**src/rtl/adder_vector_gen_if.sv**
```systemverilog
`timescale 1ns/1ps
`default_nettype none
// ============================================================================
// Module      : adder_vector_gen_if
// Description : Valid/ready vector stream from the adder stimulus generator
//               to its consumer (self-checking harness or BIST comparator).
//   vec_valid  gen -> cons  vec_data/vec_idx/vec_last are valid
//   vec_ready  cons -> gen  consumer takes the vector this cycle
//   vec_data   gen -> cons  {x[W-1:0], y[W-1:0], s[W:0]}
//   vec_idx    gen -> cons  sequence number of the current vector
//   vec_last   gen -> cons  final vector of the sweep
//   Modports: master (generator side), slave (consumer side)
// Revision    : 1.0 - initial release
// ============================================================================
interface adder_vector_gen_if #(
  parameter int WIDTH = 6
);
  logic                 vec_valid;
  logic                 vec_ready;
  logic [3*WIDTH:0]     vec_data;
  logic [2*WIDTH-1:0]   vec_idx;
  logic                 vec_last;

  modport master (
    output vec_valid,
    output vec_data,
    output vec_idx,
    output vec_last,
    input  vec_ready
  );

  modport slave (
    input  vec_valid,
    input  vec_data,
    input  vec_idx,
    input  vec_last,
    output vec_ready
  );
endinterface
`default_nettype wire

```
**src/rtl/adder_vector_gen.sv**
```systemverilog
`timescale 1ns/1ps
`default_nettype none
// ============================================================================
// Module      : adder_vector_gen
// Description : Stimulus source for the adder flow. Enumerates every (x,y)
//               operand pair, computes the golden sum s = x + y (carry kept)
//               and streams {x,y,s} over a valid/ready interface.
//   clk    in   clock, rising edge
//   rst_n  in   asynchronous active-low reset
//   start  in   begin a full sweep (only honoured in IDLE)
//   vec    if   master side of adder_vector_gen_if (valid/ready stream)
//   busy   out  high while a sweep is running
//   done   out  one-cycle pulse after the final transfer
// Config macro: ADDER_VECGEN_LFSR_EN - emit operand pairs in pseudo-random
//               order from a 12-bit Fibonacci LFSR (WIDTH must be 6).
//               Undefined: sequential order, no LFSR logic.
// Revision    : 1.0 - initial release
// ============================================================================
module adder_vector_gen #(
  parameter int WIDTH = 6
) (
  input  wire logic              clk,
  input  wire logic              rst_n,
  input  wire logic              start,
  adder_vector_gen_if.master     vec,
  output logic                   busy,
  output logic                   done
);

  localparam int c_nw = 2 * WIDTH;      // ord / index width
  localparam int c_dw = 3 * WIDTH + 1;  // vector width

  localparam logic [c_nw-1:0] c_idx_max  = '1;
  localparam logic [c_nw-1:0] c_ord_zero = '0;

  typedef enum logic [1:0] {
    S_IDLE = 2'd0,
    S_RUN  = 2'd1,
    S_DONE = 2'd2
  } state_t;

  state_t            r_state;
  logic              r_valid;
  logic [c_dw-1:0]   r_data;
  logic [c_nw-1:0]   r_idx;
  logic              r_last;
  logic              r_busy;
  logic              r_done;

  logic              w_xfer;
  logic [c_nw-1:0]   w_idx_next;
  logic [c_nw-1:0]   w_ord_next;

  // Build {x, y, s} from an ordinal: upper half is x, lower half is y.
  function automatic logic [c_dw-1:0] f_make_vec(input logic [c_nw-1:0] ord);
    logic [WIDTH-1:0] x;
    logic [WIDTH-1:0] y;
    logic [WIDTH:0]   s;
    x = ord[c_nw-1:WIDTH];
    y = ord[WIDTH-1:0];
    s = {1'b0, x} + {1'b0, y};
    return {x, y, s};
  endfunction

  assign w_xfer     = r_valid & vec.vec_ready;
  assign w_idx_next = r_idx + 1'b1;

`ifdef ADDER_VECGEN_LFSR_EN
  if (WIDTH != 6) begin : g_lfsr_width_check
    $error("adder_vector_gen: LFSR ordering requires WIDTH == 6");
  end

  localparam logic [c_nw-1:0] c_lfsr_seed = {{(c_nw-1){1'b0}}, 1'b1};

  // r_lfsr holds the ord of the *next* vector; idx 0 is always ord 0, then
  // the LFSR walks all 4095 non-zero states, one step per transfer.
  logic [c_nw-1:0] r_lfsr;
  logic [c_nw-1:0] w_lfsr_step;

  assign w_lfsr_step = {r_lfsr[c_nw-2:0], r_lfsr[11] ^ r_lfsr[5] ^ r_lfsr[3] ^ r_lfsr[0]};
  assign w_ord_next  = r_lfsr;

  always_ff @(posedge clk or negedge rst_n) begin
    if (!rst_n) begin
      r_lfsr <= '0;
    end else if (r_state == S_IDLE && start) begin
      r_lfsr <= c_lfsr_seed;
    end else if (r_state == S_RUN && w_xfer && !r_last) begin
      r_lfsr <= w_lfsr_step;
    end
  end
`else
  assign w_ord_next = w_idx_next;
`endif

  always_ff @(posedge clk or negedge rst_n) begin
    if (!rst_n) begin
      r_state <= S_IDLE;
      r_valid <= 1'b0;
      r_data  <= '0;
      r_idx   <= '0;
      r_last  <= 1'b0;
      r_busy  <= 1'b0;
      r_done  <= 1'b0;
    end else begin
      case (r_state)
        S_IDLE: begin
          r_done <= 1'b0;
          if (start) begin
            r_state <= S_RUN;
            r_valid <= 1'b1;
            r_busy  <= 1'b1;
            r_idx   <= '0;
            r_data  <= f_make_vec(c_ord_zero);
            r_last  <= 1'b0;
          end
        end
        S_RUN: begin
          // Outputs only move on a transfer, which gives stable data under
          // backpressure for free.
          if (w_xfer) begin
            if (r_last) begin
              r_state <= S_DONE;
              r_valid <= 1'b0;
              r_last  <= 1'b0;
              r_busy  <= 1'b0;
              r_done  <= 1'b1;
              r_idx   <= '0;
              r_data  <= '0;
            end else begin
              r_idx  <= w_idx_next;
              r_data <= f_make_vec(w_ord_next);
              r_last <= (w_idx_next == c_idx_max);
            end
          end
        end
        S_DONE: begin
          r_done  <= 1'b0;
          r_state <= S_IDLE;
        end
        default: begin
          r_state <= S_IDLE;
        end
      endcase
    end
  end

  assign vec.vec_valid = r_valid;
  assign vec.vec_data  = r_data;
  assign vec.vec_idx   = r_idx;
  assign vec.vec_last  = r_last;
  assign busy          = r_busy;
  assign done          = r_done;

endmodule
`default_nettype wire
```
**src/flat_wrapper.sv**
```systemverilog
// flat-port wrapper written by rule: the top's interface ports become plain ports
module adder_vector_gen_flat 
#(
  parameter int WIDTH = 6
)
  (clk, rst_n, start, busy, done, vec_vec_valid, vec_vec_data, vec_vec_idx, vec_vec_last, vec_vec_ready);
  adder_vector_gen_if #(.WIDTH(WIDTH)) vec_i ();
  input  wire logic clk;
  input  wire logic rst_n;
  input  wire logic start;
  output logic busy;
  output logic done;
  output wire logic [$bits(vec_i.vec_valid)-1:0] vec_vec_valid;
  output wire logic [$bits(vec_i.vec_data)-1:0] vec_vec_data;
  output wire logic [$bits(vec_i.vec_idx)-1:0] vec_vec_idx;
  output wire logic [$bits(vec_i.vec_last)-1:0] vec_vec_last;
  input wire logic [$bits(vec_i.vec_ready)-1:0] vec_vec_ready;
  assign vec_vec_valid = vec_i.vec_valid;
  assign vec_vec_data = vec_i.vec_data;
  assign vec_vec_idx = vec_i.vec_idx;
  assign vec_vec_last = vec_i.vec_last;
  assign vec_i.vec_ready = vec_vec_ready;
  adder_vector_gen #(.WIDTH(WIDTH)) u_core (.clk(clk), .rst_n(rst_n), .start(start), .vec(vec_i), .busy(busy), .done(done));
endmodule
```
**config.mk**
```make
export PLATFORM = sky130hd
export DESIGN_NAME = adder_vector_gen_flat
export DESIGN_NICKNAME = d
export VERILOG_FILES = /design/src/rtl/adder_vector_gen_if.sv /design/src/rtl/adder_vector_gen.sv /design/src/flat_wrapper.sv
export SDC_FILE = /design/constraint.sdc
export NUM_CORES = 1
export LEC_CHECK = 0
export ABC_AREA = 1
export CORE_MARGIN = 4
export CORE_UTILIZATION = 53
export CTS_CLUSTER_DIAMETER = 40
export DETAILED_ROUTE_END_ITERATION = 8
export PLACE_DENSITY = 0.88
export SLEW_MARGIN = 20
export SYNTH_ARGS = -nofsm -noshare
export SYNTH_HDL_FRONTEND = slang
export SYNTH_SLANG_ARGS = --single-unit
export TNS_END_PERCENT = 10
```
**constraint.sdc**
```tcl
create_clock -name clk -period 3.5 [get_ports clk]
set_input_delay 0.7 -clock clk [delete_from_list [all_inputs] [get_ports clk]]
set_output_delay 0.7 -clock clk [all_outputs]
set_load 0.05 [all_outputs]
```
After elaboration in Yosys (flattened, before gate mapping):

Cells that the tools add are included.

* muxes and demuxes: 23
* $add $sub $neg: 2
* equal/unequal tests: 6
* reductions and logical operators: 8
* bitwise logic cells: 1

Operator list (number)
* $mux W19: 3
* $pmux W19 S2: 1
* $mux W12: 3
* $pmux W12 S2: 1
* $add A12 B1 Y12 const B: 1
* $eq A12 B12 Y1 const B: 1
* $reduce_and A3 Y1: 3
* $mux W1: 8
* $add A6 B6 Y7: 1
* $mux W2: 3
* $pmux W1 S2: 3
* $ne A2 B1 Y1 const B: 2
* $pmux W2 S2: 1
* $reduce_and A4 Y1: 1
* $reduce_bool A2 Y1: 2
* $eq A2 B1 Y1 const B: 1
* $eq A2 B2 Y1 const B: 1
* $logic_not A2 Y1: 1
* $ne A2 B2 Y1 const B: 1
* $reduce_or A2 Y1: 1
* $and A1 B1 Y1: 1

* bits in registers: 36
* logic and storage cells: 46
* bits of input ports: 4

Logic depth before layout (Yosys ltp):

Gate-level depths: netlist (run 1).

* depth after elaboration: 5
* depth in mapped cells: 16
* gate-level depth less buffers: 15

Worst setup path before layout (run 1):

OpenSTA, ideal clock, no wires.

* path kind: reg2reg
* start point: register u_core.r_idx[0] (netlist: u_core.vec.vec_idx[0])
* end point: register u_core.r_data[6] (netlist: u_core.vec.vec_data[6])
* required time: 3.365 ns
* path slack: 1.045 ns
* setup time: 0.135 ns
* arrival: 2.320 ns
* stages on the path, launching flop included: 14
* path buffers: 1
* path through: dfrtp_1 ha_1 buf_2 nand2_1 nand2_1 nand2_1 ha_1 fa_1 nand3_1 nand2_1 nand2_1 nand2_1 a21oi_1 o21ai_0

* cells in the longest elaborated chain, start to end: 5

Ends and longest elaborated chain
* start: declaration: line adder_vector_gen.sv:45 `logic [c_nw-1:0] r_idx;`
* start signal: assignment: line adder_vector_gen.sv:131 `r_idx <= w_idx_next;`
* $add A12 B1 Y12: line adder_vector_gen.sv:66 `assign w_idx_next = r_idx + 1'b1;`
* $add A6 B6 Y7: line adder_vector_gen.sv:61 `s = {1'b0, x} + {1'b0, y};`
* $mux W19: line adder_vector_gen.sv:122 `if (r_last) begin`
* $mux W19: line adder_vector_gen.sv:121 `if (w_xfer) begin`
* $pmux W19 S2: line adder_vector_gen.sv:106 `case (r_state)`
* end signal: assignment: line adder_vector_gen.sv:114 `r_data <= f_make_vec(c_ord_zero);`
* end signal: assignment: line adder_vector_gen.sv:132 `r_data <= f_make_vec(w_ord_next);`
* end: declaration: line adder_vector_gen.sv:44 `logic [c_dw-1:0] r_data;`

Every way passes these cells. The select of a mux whose other input is x is not followed.
A chain may end at the register's enable or synchronous reset.

Worst setup path after layout (run 1):

* start point: register u_core.r_idx[0] (netlist: u_core.vec.vec_idx[0])
* end point: register u_core.r_data[5] (netlist: u_core.vec.vec_data[5])

The elaborated chain is that of the path after synthesis.

==> results.md, run 1 <==
* Slew Limit Headroom at 0.390
* HP Class: input port to asynchronous set/reset pin
* Vias in the first global route at between 1,000 and 1,500
* Clock sink total at 24
* Mapped Cells at about 210
* Share of cells above drive strength 1 at 0.0601
* Hold buffers post-CTS at 0
* I/O pins at 39
* Most frequent CP cell: nand2_1
* DRT met1 WL at 1.49 mm
* Hold Violations, Final at 0
* Slowest-stage cell, CP: dfrtp_1
* Dominant register cell in the synthesized netlist: dfrtp_1
* Overall Power at about 0.43 mW
* Register area share after synthesis at 0.384
* H-tree levels at 1
* Crit-path cells: ha_1 -> nand2_1 -> nor2_2 -> nand3_1 -> nand2_1 -> nand2_1 -> ha_1 -> a21oi_1 -> o211ai_1 -> nand2_1 -> nand2_1 -> o21ai_0
* Fin crit period at between 2000 and 2500 ps
* Via Count at around 1,400
* Final ANT Viol Nets at 0
* Maximum vdd drop at approximately 0.23 mV
* Fin util at 0.682
* Non-Filler Instances at about 260
* Max Cap Viol at 0
* Routability cong. at slightly above 0.8
* Max Buffers Root-to-Sink at 2
* Crit path required time at roughly 3700 ps
* Setup TNS at 0 ps
* Final clock skew at approximately 16 ps
* Layout area overhead at 21.2%
* Rows at 19
* Dpl cells at 260
* Pwr/cell area at 229 nW/um^2
* Crit path launch type: register
* Core ar. at around 2800 sq um
* Commonest cells in the netlist: 58 x nand2_1, 27 x inv_1, 24 x dfrtp_1
* First DRT Iteration DRCs at 56
* DRC Markers at 0
* HPWL Detailed at 2.51 mm
* Maximum fanout along the worst path at 9
* Met3 wire length at around 220 microns
* Gr usage total at 0.181
* Fin worst setup slack at slightly above 1000 ps
* Clk root buf: clkbuf_4
* Die width at 62.3 microns
* Die H at 62.3 microns
* Met2 routed WL at 1.61 mm
* # diodes at 0
* CP Capture Type: register
* Mapped Nets at between 200 and 250
* Initial Util at 0.562
* Most common cell in the netlist: nand2_1
* Post-Syn Area at roughly 1600 sq um
* Pre-CTS setup slack at 845 ps
* CTS Buf Count at 3
* Post-synth EDFFs at 0
* CP Class: register to register
* Layout Nets at between 200 and 250
* Yosys cell types at 24
* YS warnings at 0
* Post-DR wirelength/cell at 12.7 microns
* Fillers at around 240
* Post-synth ARST share at 1.00
* Final WL at ~3.4 mm
* Crit path arrival time at roughly 2700 ps
* Clock-pin slew on the worst setup and hold paths at ~140 ps
* Resized Gates After CTS at 0
* Full die area at roughly 4000 sq um
* Status: finished clean
* Via/cell ratio at around 5.3
* Synth area leaders: dfrtp_1 38%, nand2_1 14%, buf_4 6.7%
* TritonRoute pass-1 iters at 7
* TritonCTS clock tree: yes
* Final setup fails at 0
* Clock latency on the worst-skew pair at 320 ps
* Post-CTS setup buffers at 0
* Worst-Margin Slew at 915 ps
* Synthesized area per cell at 7.52 sq um
* Static leakage at just under 1 nW
* Largest net degree at the start of global routing at 25
* #FFs+latches synth at 24
* Final Max Tran Viols at 0
* RSZ-0062 raised after global routing: false
* Post-synth top area share at 0.384
* First-pass GRT wire length at 5.98 mm
* Antenna violations before repair at 0
* Port Buffers at 38
* Tcrit/Tclk final at 0.710
* Synth area leader: dfrtp_1
* CP max stage delay at 520 ps
* FMAX at ~0.40 GHz
* Highest routed metal layer: met4
* Grt ovf at 0
[power by group]
group	switching, mW	leakage [nW]	internal (mW)
combinational	0.00562	0.679	0.00236
sequential	0	0.283	0.277
clock	0.0861	0.0210	0.0636
[cells by family (layout without fill, tap and decap cells)]
logic type | Yosys count | in the layout | share of synthesized area
fa+ha+maj | 9 | 9 | 0.0768
flops | 24 | 24 | 0.384
buf+inv | 45 | 70 | 0.143
compound gates | 29 | 29 | 0.103
xor+xnor | 2 | 2 | 0.0112
simple gates | 99 | 99 | 0.282
[path summary, 6_finish.rpt]
| path | start | to | slack, ps | cells after the start |
|---|---|---|---|---|
| setup / recovery | u_core.vec.vec_idx[0] | u_core.vec.vec_data[5] | 1010 | 12 |
| hold / removal | rst_n | u_core.vec.vec_idx[4] | 330 | 1 |
| setup reg to reg | u_core.vec.vec_idx[0] | u_core.vec.vec_data[5] | 1010 | 12 |
| hold reg to reg | u_core.vec.vec_data[6] | u_core.vec.vec_data[6] | 500 | 2 |
| max in group asynchronous | rst_n | u_core.vec.vec_data[3] | 2790 | 1 |
| min in group clk | u_core.vec.vec_data[6] | u_core.vec.vec_data[6] | 500 | 2 |
[layout make-up]
class                   count  area, sq um  share of cell area
multi-input cells         139          739               0.390
flip-flops and latches     24          601               0.317
inverters                  28          105              0.0554
well taps                  31         38.8              0.0205
repair buffers             38          375               0.198
clock buffers               4         36.3              0.0191
[cell usage in the layout, fill, tap and decap left out, types with 2 or more instances in the layout]
| cell | synthesis | routed |
|---|---|---|
| nand3_1 | 12 | 12 |
| a22o_1 | 2 | 2 |
| nand2_2 | 3 | 3 |
| o22ai_1 | 5 | 5 |
| nor2_4 | 3 | 3 |
| ha_1 | 8 | 8 |
| nand4_1 | 6 | 6 |
| dfrtp_1 | 24 | 24 |
| nand2_1 | 58 | 58 |
| clkbuf_4 | 0 | 3 |
| clkdlybuf4s50_1 | 0 | 37 |
| o21ai_0 | 15 | 15 |
| nor2_1 | 14 | 14 |
| a21oi_1 | 6 | 6 |
| inv_1 | 27 | 27 |
[metrics by stage]
stage / hold WS [ps] / instance area [sq um]
5_1_grt: 362 / 1900
2_1_floorplan: 404 / 1560
6_report: 330 / 1900
3_3_place_gp: 472 / 1860
4_1_cts: 512 / 1900
3_5_place_dp: 482 / 1860
[worst max-delay path, delay by kind of cell (launching register included)]
kind	cells	cell delay, ps
AOI/OAI and AO/OA	3	470
adders and majority gates	2	740
DFF	1	520
and+or+nand+nor	7	660
[sequential cells by signal, indices dropped and copies added, names as in the netlist]
signal / cells
u_core.vec.vec_last: 1
u_core.vec.vec_idx: 11
u_core.done: 1
u_core.r_state: 2
u_core.vec.vec_valid: 1
u_core.vec.vec_data: 8
[per-layer routing]
layer | GRT usage | vias up
met5 | 0 | -
met4 | 0.0743 | 0
met3 | 0.0270 | 6
met2 | 0.313 | 50
met1 | 0.222 | 648
li1 | - | 705
Power figures use the tool's default switching activity.
==> run 2, diff against run 1 <==
--- a/config.mk
+++ b/config.mk
@@ -7,10 +7,10 @@
 export LEC_CHECK = 0
 export ABC_AREA = 1
 export CORE_MARGIN = 4
-export CORE_UTILIZATION = 53
+export CORE_UTILIZATION = 44
 export CTS_CLUSTER_DIAMETER = 40
 export DETAILED_ROUTE_END_ITERATION = 8
-export PLACE_DENSITY = 0.88
+export PLACE_DENSITY = 0.79
 export SLEW_MARGIN = 20
 export SYNTH_ARGS = -nofsm -noshare
 export SYNTH_HDL_FRONTEND = slang
==> constraint.sdc (replaced) <==
create_clock -name clk -period 2 [get_ports clk]
set_input_delay 0.4 -clock clk [delete_from_list [all_inputs] [get_ports clk]]
set_output_delay 0.4 -clock clk [all_outputs]
set_load 0.05 [all_outputs]
==> results.md, run 2 (synthesized netlist as in run 1, its figures left out) <==
* Status: finished, violations left (was finished clean)
* Failing checks: negative setup slack
* CTS Buf Count at 3 (unchanged)
* Slew Limit Headroom at 0.658 (was 0.390)
* Reg-to-reg slack, setup at -20 ps (was 1010 ps)
* Hold Violations, Final at 0 (unchanged)
* Final ANT Viol Nets at 0 (unchanged)
* Static leakage at 1.18 nW (was 0.983 nW)
* Final WL at 3.92 mm (was 3.36 mm)
* FF-to-FF End: u_core.vec.vec_data[6] (was u_core.vec.vec_data[5])
* Final clock skew at 6.79 ps (was 15.7 ps)
* Via/cell ratio at 4.83 (was 5.34)
* Pwr/cell area at 339 nW/um^2 (was 229 nW/um^2)
* Largest net degree at the start of global routing at 25 (unchanged)
* Tcrit/Tclk final at 1.01 (was 0.710)
* Reg area at 611 sq um (was 601 sq um)
* Routability cong. at 0.824 (was 0.828)
* TritonRoute pass-1 iters at 4 (was 7)
* Gr usage total at 0.186 (was 0.181)
* CP Capture Type: register (unchanged)
* Maximum vdd drop at 0.246 mV (was 0.227 mV)
* Final setup fails at 1 (was 0)
* FMAX at 0.494 GHz (was 0.402 GHz)
* Port Buffers at 38 (unchanged)
* Fin area at 2250 sq um (was 1900 sq um)
* Layout Nets at 276 (was 247)
* RSZ-0062 raised after global routing: true (was false)
* Antenna violations before repair at 0 (unchanged)
* Commonest non-fill, non-tap cell in the layout: nand2_1 (unchanged)
* Final Max Tran Viols at 0 (unchanged)
* CP Class: register to register (unchanged)
* Fin crit period at 2020 ps (was 2490 ps)
* Clk root buf: clkbuf_4 (unchanged)
* Core ar. at 3390 sq um (was 2780 sq um)
* Non-Filler Instances at 308 (was 264)
* Via Count at 1,488 (was 1,409)
* Crit path launch type: register (unchanged)
* WHS at 421 ps (was 330 ps)
* Worst-Margin Slew at 512 ps (was 915 ps)
* Rows at 21 (was 19)
* H-tree levels at 1 (unchanged)
* Vias in the first global route at 1,532 (was 1,411)
* Die width at 67.6 microns (was 62.3 microns)
* Clock latency on the worst-skew pair at 320 ps (about the same)
* First DRT Iteration DRCs at 82 (was 56)
* TritonCTS clock tree: yes (unchanged)
* Grt ovf at 0 (unchanged)
* Fillers at 291 (was 238)
* Initial Util at 0.461 (was 0.562)
* Clock-pin slew on the worst setup and hold paths at 140 ps (about the same)
* Placed cell areas at 2100 sq um (was 1860 sq um)
* Area of the multi-input gates at 868 sq um (was 739 sq um)
* Fin worst setup slack at -23.7 ps (was 1010 ps)
* Maximum fanout along the worst path at 8 (was 9)
* Post-DR wirelength/cell at 12.7 microns (about the same)
* Crit path arrival time at 2250 ps (was 2720 ps)
* # diodes at 0 (unchanged)
* Max Buffers Root-to-Sink at 2 (unchanged)
* Worst Reg-to-Reg Cells at 12 (unchanged)
* Clock sink total at 24 (unchanged)
* Crit path required time at 2230 ps (was 3740 ps)
* HPWL Detailed at 2.96 mm (was 2.51 mm)
* Dpl cells at 302 (was 260)
* Full die area at 4570 sq um (was 3880 sq um)
* I/O pins at 39 (unchanged)
* DRC Markers at 0 (unchanged)
* Max FFs per register at 11 (unchanged)
* First-pass GRT wire length at 6.60 mm (was 5.98 mm)
* Worst R2R Start: u_core.vec.vec_idx[1] (was u_core.vec.vec_idx[0])
* Max Cap Viol at 0 (unchanged)
* Overall Power at 0.763 mW (was 0.435 mW)
* HP Class: input port to asynchronous set/reset pin (unchanged)
* Share of cells above drive strength 1 at 0.317 (was 0.0601)
* Most frequent cells in the layout: 49 x nand2_1, 40 x buf_4, 26 x inv_1, 16 x dfrtp_1, 15 x clkdlybuf4s50_1 (was 58 x nand2_1, 37 x clkdlybuf4s50_1, 27 x inv_1, 24 x dfrtp_1, 15 x o21ai_0)
* Die H at 67.6 microns (was 62.3 microns)
* Layout area overhead at 43.8% (was 21.2%)
run 2: cell types whose count changed in the layout (fill, tap and decap cells not counted), moves of 4 or more:
cell | before | now
buf_4 | 0 | 40
clkdlybuf4s50_1 | 37 | 15
dfrtp_1 | 24 | 16
dfrtp_2 | 0 | 8
dlygate4sd2_1 | 0 | 8
dlymetal6s2s_1 | 0 | 4
ha_1 | 8 | 3
ha_4 | 0 | 5
nand2_1 | 58 | 49
nand2_2 | 3 | 11
run 2: through the flow:
stage | util | TNS (ps) | setup WS (ps)
floorplan | - | -473 | -163
global placement | 0.620 | 0 | 58.6
detailed placement | 0.620 | -19.6 | -19.6
CTS | 0.635 | -21.9 | -15.6
global route | 0.663 | -319 | -126
finish | 0.663 | -23.7 | -23.7
run 2: where the power goes:
part	leakage (nW)	internal [mW]	switching, mW	total (mW)
Combinational	0.885	0.00643	0.0102	0.0166
Sequential	0.275	0.485	0	0.485
Clock	0.0210	0.111	0.150	0.262
Total	1.18	0.603	0.160	0.763
run 2: critical path: stages, from the launching register on:
cell and delay [ps]:
dfrtp_2 460, ha_4 210, nand2_1 60, nand2_1 70, nand2_2 80, ha_4 170, fa_2 400, nand3_2 70
nand2_2 60, nand2_2 70, nand2_1 50, a21oi_1 150, o21ai_1 70
run 2: what timing repair did:
item	4_1_cts	5_1_grt
endpoints found under the setup margin	12	8
hold buffers	0	0
buffers inserted	0	2
pin swaps	0	12
gates resized for setup	12	23
run 2: area by class of cell:
class                      count  share of cell area
multi-input combinational    139               0.386
sequential                    24               0.272
timing repair buffer          67               0.254
inverter                      28              0.0467
tap                           46              0.0256
clock buffer                   4              0.0161
run 2: how the worst max path moves through the flow:
stage | start | slack [ps] | endpoint
2_1_floorplan | u_core.vec.vec_idx[2] | -160 | u_core.vec.vec_data[6]
3_5_place_dp | u_core.vec.vec_idx[1] | -20 | u_core.vec.vec_data[6]
5_1_grt | u_core.vec.vec_idx[1] | -130 | u_core.vec.vec_data[5]
3_3_place_gp | u_core.vec.vec_idx[1] | 60 | u_core.vec.vec_data[5]
4_1_cts | u_core.vec.vec_idx[7] | -20 | vec_vec_data[14]
6_report | u_core.vec.vec_idx[1] | -20 | u_core.vec.vec_data[6]
run 2: metal layers:
layer | vias to the layer above | share of wire | global-route usage
met3 | 7 | 0.042 | 0.0300
li1 | 764 | - | -
met4 | 0 | 0.011 | 0.0405
met2 | 34 | 0.50 | 0.329
met1 | 683 | 0.44 | 0.235
met5 | - | 0 | 0
==> run 3, diff against run 2 <==
--- a/config.mk
+++ b/config.mk
@@ -6,6 +6,7 @@
 export NUM_CORES = 1
 export LEC_CHECK = 0
 export ABC_AREA = 1
+export CAP_MARGIN = 20
 export CORE_MARGIN = 4
 export CORE_UTILIZATION = 44
 export CTS_CLUSTER_DIAMETER = 40
==> results of run 3 <==
Same layout as run 2: the final DEF is identical, and so are final timing and power.
